--- src/rtl/fft_out_scheduler_pkg.sv ---
// Shared types and default geometry for the FFT output scheduler and its mux.
package fft_out_scheduler_pkg;

  localparam int DEF_FRAME_LEN = 42;
  localparam int DEF_OUT_START = 25;
  localparam int DEF_N_POINTS  = 16;
  localparam int DEF_SEL_W     = 4;
  localparam int DEF_CNT_W     = 6;

  typedef enum logic [1:0] {
    FS_IDLE = 2'd0,
    FS_CALC = 2'd1,
    FS_OUT  = 2'd2,
    FS_PAD  = 2'd3
  } fs_state_e;

endpackage

--- src/rtl/fft_frame_counter.sv ---
// Frame cycle up-counter with clear (priority), enable and terminal-count flag.
module fft_frame_counter #(
  parameter int CNT_W  = 6,
  parameter int TC_VAL = 41
) (
  input  logic             clk,
  input  logic             rst_n,
  input  logic             clr,
  input  logic             en,
  output logic [CNT_W-1:0] cnt,
  output logic [CNT_W-1:0] cnt_nxt,
  output logic             tc
);

  logic [CNT_W-1:0] cnt_q, cnt_d;

  always_comb begin
    cnt_d = cnt_q;
    if (clr)     cnt_d = '0;
    else if (en) cnt_d = cnt_q + 1'b1;
  end

  always_ff @(posedge clk or negedge rst_n) begin
    if (!rst_n) cnt_q <= '0;
    else        cnt_q <= cnt_d;
  end

  assign cnt     = cnt_q;
  assign cnt_nxt = cnt_d;
  assign tc      = (cnt_q == CNT_W'(TC_VAL));

endmodule

--- src/rtl/fft_out_scheduler.sv ---
// Frame controller for the 16-point FFT output serializer; all outputs registered.
// Optional output back-pressure (out_ready / hold) is enabled by FFT_SCHED_STALL_EN.
module fft_out_scheduler
  import fft_out_scheduler_pkg::*;
#(
  parameter int FRAME_LEN = DEF_FRAME_LEN,
  parameter int OUT_START = DEF_OUT_START,
  parameter int N_POINTS  = DEF_N_POINTS,
  parameter int SEL_W     = DEF_SEL_W,
  parameter int CNT_W     = DEF_CNT_W
) (
  input  logic             clk,
  input  logic             rst_n,
  input  logic             start,
  input  logic             clr_overrun,
  input  logic             out_ready,
  output logic [SEL_W-1:0] sel,
  output logic             sel_valid,
  output logic             frame_start,
  output logic             frame_done,
  output logic             busy,
  output logic             hold,
  output logic             overrun
);

  if ((FRAME_LEN < OUT_START + N_POINTS) || (OUT_START < 1) ||
      ((1 << SEL_W) < N_POINTS) || ((1 << CNT_W) < FRAME_LEN)) begin : g_bad_params
    $error("fft_out_scheduler: inconsistent FRAME_LEN/OUT_START/N_POINTS/SEL_W/CNT_W");
  end

  localparam logic [CNT_W-1:0] CALC_LAST  = CNT_W'(OUT_START - 1);
  localparam logic [CNT_W-1:0] OUT_LAST   = CNT_W'(OUT_START + N_POINTS - 1);
  localparam logic [CNT_W-1:0] FRAME_LAST = CNT_W'(FRAME_LEN - 1);
  localparam logic [CNT_W-1:0] OUT_BASE   = CNT_W'(OUT_START);

  fs_state_e        state_q, state_d;
  logic [CNT_W-1:0] cnt_q, cnt_d;
  logic             cnt_clr, cnt_en, cnt_tc;
  logic             stall, eof;

  logic [SEL_W-1:0] sel_q, sel_d;
  logic             sel_valid_q, sel_valid_d;
  logic             frame_start_q, frame_start_d;
  logic             frame_done_q, frame_done_d;
  logic             busy_q, busy_d;
  logic             hold_q, hold_d;
  logic             overrun_q, overrun_d;
  logic             start_q, start_d;

`ifdef FFT_SCHED_STALL_EN
  assign stall = (state_q == FS_OUT) && !out_ready;
`else
  logic unused_out_ready;
  assign unused_out_ready = out_ready;
  assign stall = 1'b0;
`endif

  fft_frame_counter #(
    .CNT_W  (CNT_W),
    .TC_VAL (FRAME_LEN - 1)
  ) u_frame_cnt (
    .clk     (clk),
    .rst_n   (rst_n),
    .clr     (cnt_clr),
    .en      (cnt_en),
    .cnt     (cnt_q),
    .cnt_nxt (cnt_d),
    .tc      (cnt_tc)
  );

  always_comb begin
    state_d = state_q;
    cnt_clr = 1'b0;
    cnt_en  = 1'b0;
    eof     = 1'b0;
    case (state_q)
      FS_IDLE: if (start) begin
        state_d = FS_CALC;
        cnt_clr = 1'b1;
      end
      FS_CALC: begin
        cnt_en = 1'b1;
        if (cnt_q == CALC_LAST) state_d = FS_OUT;
      end
      FS_OUT: if (!stall) begin
        cnt_en = 1'b1;
        if (cnt_q == OUT_LAST) state_d = FS_PAD;
      end
      FS_PAD:  cnt_en = 1'b1;
      default: state_d = FS_IDLE;
    endcase
    // Frame end overrides the per-state decision; with no pad it lands on the last sample.
    if ((state_q != FS_IDLE) && cnt_tc && !stall) begin
      eof     = 1'b1;
      cnt_clr = 1'b1;
      state_d = start ? FS_CALC : FS_IDLE;
    end
  end

  always_comb begin
    busy_d        = (state_d != FS_IDLE);
    sel_valid_d   = (state_d == FS_OUT);
    sel_d         = sel_valid_d ? SEL_W'(cnt_d - OUT_BASE) : '0;
    frame_start_d = (state_d == FS_CALC) && (cnt_d == '0);
    frame_done_d  = busy_d && (cnt_d == FRAME_LAST) && (cnt_q != FRAME_LAST);
    hold_d        = stall;
    start_d       = start;
    // A request held across the frame is serviced at frame end; only a new request is dropped.
    if (start && !start_q && (state_q != FS_IDLE) && !eof) overrun_d = 1'b1;
    else if (clr_overrun)                                  overrun_d = 1'b0;
    else                                                   overrun_d = overrun_q;
  end

  always_ff @(posedge clk or negedge rst_n) begin
    if (!rst_n) begin
      state_q       <= FS_IDLE;
      sel_q         <= '0;
      sel_valid_q   <= 1'b0;
      frame_start_q <= 1'b0;
      frame_done_q  <= 1'b0;
      busy_q        <= 1'b0;
      hold_q        <= 1'b0;
      overrun_q     <= 1'b0;
      start_q       <= 1'b0;
    end else begin
      state_q       <= state_d;
      sel_q         <= sel_d;
      sel_valid_q   <= sel_valid_d;
      frame_start_q <= frame_start_d;
      frame_done_q  <= frame_done_d;
      busy_q        <= busy_d;
      hold_q        <= hold_d;
      overrun_q     <= overrun_d;
      start_q       <= start_d;
    end
  end

  assign sel         = sel_q;
  assign sel_valid   = sel_valid_q;
  assign frame_start = frame_start_q;
  assign frame_done  = frame_done_q;
  assign busy        = busy_q;
  assign hold        = hold_q;
  assign overrun     = overrun_q;

endmodule

--- config.mk ---
export PLATFORM = sky130hd
export DESIGN_NAME = fft_out_scheduler
export DESIGN_NICKNAME = d
export VERILOG_FILES = /design/src/rtl/fft_out_scheduler_pkg.sv /design/src/rtl/fft_frame_counter.sv /design/src/rtl/fft_out_scheduler.sv
export SDC_FILE = /design/constraint.sdc
export NUM_CORES = 1
export LEC_CHECK = 0
export CORE_MARGIN = 2
export CORE_UTILIZATION = 55
export DETAILED_ROUTE_END_ITERATION = 7
export GPL_TIMING_DRIVEN = 1
export HOLD_SLACK_MARGIN = 0.02
export PLACE_DENSITY = 0.82
export SLEW_MARGIN = 20
export SYNTH_ARGS = -nofsm -noshare
export SYNTH_HDL_FRONTEND = slang
export SYNTH_HIERARCHICAL = 1
export SYNTH_SLANG_ARGS = --single-unit
--- constraint.sdc ---
create_clock -name clk -period 4.2 [get_ports clk]
set_input_delay 0.42 -clock clk [delete_from_list [all_inputs] [get_ports clk]]
set_output_delay 0.42 -clock clk [all_outputs]
set_load 0.02 [all_outputs]
==> results by group <==
Critical path
  – Critical path startpoint: u_frame_cnt/cnt[0]
  – Critical Setup Path Class: reg2reg
  – Reg2reg setup slack: 1870 ps
  – Reg2reg end: sel[1]
  – Worst-path fanout max: 7
  – Worst setup SP type: flip-flop
  – Worst r2r src: u_frame_cnt/cnt[0]
  – R2R depth: 7
  – WP data arrival: 2550 ps
  – Crit path capture: sel[1]
  – Crit. End Element: flip-flop
  – Req. time, crit path: 4420 ps

Layout
  – Nets: 108
  – FILL cells: 111
  – Register Area: 450 um^2
  – Most frequent cells in the layout: dfrtp_1 (18), clkdlybuf4s50_1 (12), nor2_1 (10)
  – Layout cells sized above 1: 16.5%
  – Final cell utilization of the core: 70.9%
  – Most common cell after layout, fill and taps aside: dfrtp_1
  – Area Growth Syn to Fin: 18.5%
  – Multi-input logic area: 423 um^2
  – # diodes: 0

Timing
  – Fin. max-slew vios: 0
  – Tightest Pin Transition: 768 ps
  – Setup-failing EPs final: 0
  – Fin crit share: 55.5%
  – Max-slew headroom: 48.7%
  – Clock Skews: 4.46 ps
  – Final hold violations: 0
  – RSZ-0062 raised after global routing: no
  – F_max: 429 MHz
  – Total negative setup slack: 0 ps
  – Minimum clock period: 2330 ps

Floorplanning
  – Row Count: 14
  – Core area: 0.00152 mm^2
  – # IOs: 15
  – Die X-Extent: 44.7 um
  – Die Y: 44.7 um
  – Starting Density: 59.8%
  – Die area: 0.00200 mm^2

Synthesis
  – Post-Synth Adder-Cell Area: 6.87%
  – Top post-synthesis cells by area: dfrtp_1 (49%), ha_1 (6.9%), nor3_2 (4.4%)
  – Post-synth top area cell: dfrtp_1
  – Seq/Total Area, Yosys: 49.5%
  – Complex-gate fraction of the synthesized area: 10.2%
  – Largest family of logic cells by synthesized area: simple AND/OR/NAND/NOR gates
  – Yosys warnings: 6
  – Top-area cell type share of the netlist area: 49.5%
  – Post-Syn Instances: 82
  – Yosys reg bits: 18
  – Synth Area in XOR/XNOR: 5.77%
  – Synthesized Nets: 92
  – Synth cell types: 32
  – Simple-gate area share of the yosys netlist: 22.0%
  – Mean post-synth cell area: 11.1 um^2
  – Mux cell area share after synthesis: 1.24%
  – Mapped Area: 911 um^2

Clock network
  – CTS Buffer Depth: 2
  – Clk_lat worst skew: 290 ps
  – Hold Buf Count CTS: 0
  – Cts bufs inserted: 3
  – Clock sinks: 18
  – Clock transition at path regs: 100 ps
  – Setup Buffers After CTS: 0
  – H-tree Lvls: 1
  – Resized Gates After CTS: 0
  – CTS tree: built
  – Clk Tree Root Cell: clkbuf_4

GRT
  – Global route overflow: 0
  – Number of global-route vias before repair: 632
  – Total Routing Usage GR: 20.0%
  – First-pass GRT wire length: 2840 um
  – Largest net degree at the start of global routing: 19
  – Initial antenna violation count: 0

Detailed routing
  – Routed Antenna Nets: 0
  – Vias: 647
  – Vias/cell: 5.73
  – Routed wire length: 1700 um
  – Max Used Layer: met4
  – DR WL met3: 76 um
  – Met2 wire length: 844 um
  – Iter 0 DRT Violations: 14
  – Wire length on met1: 756 um
  – Routed length per instance: 15.0 um
  – First-pass detailed-route iteration total: 4
  – DRC: 0

Power and ir drop
  – Lkg Pwr: 0.476 nW
  – Pwr per Cell Area: 711 mW/mm^2
  – Peak supply drop: 0.477 mV

Placement
  – Buffers added on ports: 12
  – Hpwl dp: 1210 um
  – Global placement routability congestion: 0.776

Run
  – Max-cap viol count: 0

Worst hold path
  – Hold/Removal Path Class: reg2reg

Status
  – Status: finished clean
[cell families (layout without fill, tap and decap cells)]
kind of cell	count (synthesis)	after routing
simple gates	31	31
flops	18	18
compound gates	11	11
buf+inv	9	24
xor+xnor	6	6
fa+ha+maj	5	5
other cells	1	1
mux	1	1
[per-stage QoR]
| step | cell area (um^2) | hold WS, ps | power (mW) | setup slack, ps | instances |
|---|---|---|---|---|---|
| finish | 1080 | 537 | 0.768 | 1870 | 113 |
| global route | 1080 | 591 | 0.832 | 1710 | 113 |
| CTS | 1080 | 557 | 0.768 | 1890 | 113 |
| detailed placement | 1040 | 540 | 0.658 | 1880 | 109 |
| global placement | 1040 | 517 | 0.642 | 1930 | 109 |
| floorplan | 911 | 124 | 0.557 | 2130 | 82 |
[cells in the mapped netlist]
master and count:
inv_1 8, dfrtp_1 18, o21ai_0 3, ha_1 5
nor3_2 4, conb_1 1, o41a_4 1, o21ba_2 1
nand2_1 3, nand4_1 1, xnor2_1 2, nor2_1 10
a21oi_1 1, nand4_2 1, mux2_2 1, and4_1 1
nand3_1 1, or2b_1 1, buf_4 1, o22ai_1 1
or3_1 1, o21a_1 1, or2_2 2, nor4bb_1 1
nor3_1 2, nand3b_1 1, or4bb_1 1, a211oi_1 1
a311oi_1 1, xor2_1 4, a221o_2 1, or4b_4 1
[flip-flops by register name, indices dropped and copies added (netlist names)]
register,count
overrun,1
frame_start,1
busy,1
u_frame_cnt/cnt,6
start_q,1
frame_done,1
sel,4
sel_valid,1
state_q,2
[metal layers]
layer | track usage, % | vias up
met5 | 0 | -
met4 | 7.88 | 0
met3 | 6.40 | 2
met2 | 30.1 | 19
met1 | 26.9 | 312
li1 | - | 314
[where the power goes]
group	switching (mW)	total [mW]	internal, mW	leakage, nW
Sequential	0.0671	0.288	0.221	0.224
Combinational	0.220	0.373	0.153	0.231
Clock	0.0535	0.106	0.0528	0.0210
[critical path: stages, from the launching register on]
cell and delay [ps]:
dfrtp_1 490, ha_1 240, and4_1 210, mux2_2 340, a211oi_1 340, inv_1 150, ha_1 310, nor3_2 170
[final cells by class]
| type | instances | share of cell area, % |
|---|---|---|
| multi-input combinational | 55 | 39.2 |
| timing repair buffer | 12 | 11.1 |
| sequential | 18 | 41.7 |
| tap | 16 | 1.85 |
| inverter | 8 | 2.78 |
| clock buffer | 4 | 3.36 |
[worst min path at each step]
stage               endpoint  slack [ps]  cells after the start    start
global placement     overrun         520                      2  start_q
detailed placement   overrun         540                      2  start_q
global route         overrun         590                      2  overrun
finish               overrun         540                      2  start_q
floorplan               busy         120                      0    rst_n
CTS                  overrun         560                      2  overrun
Note: power is estimated with default switching activity, not from simulation.
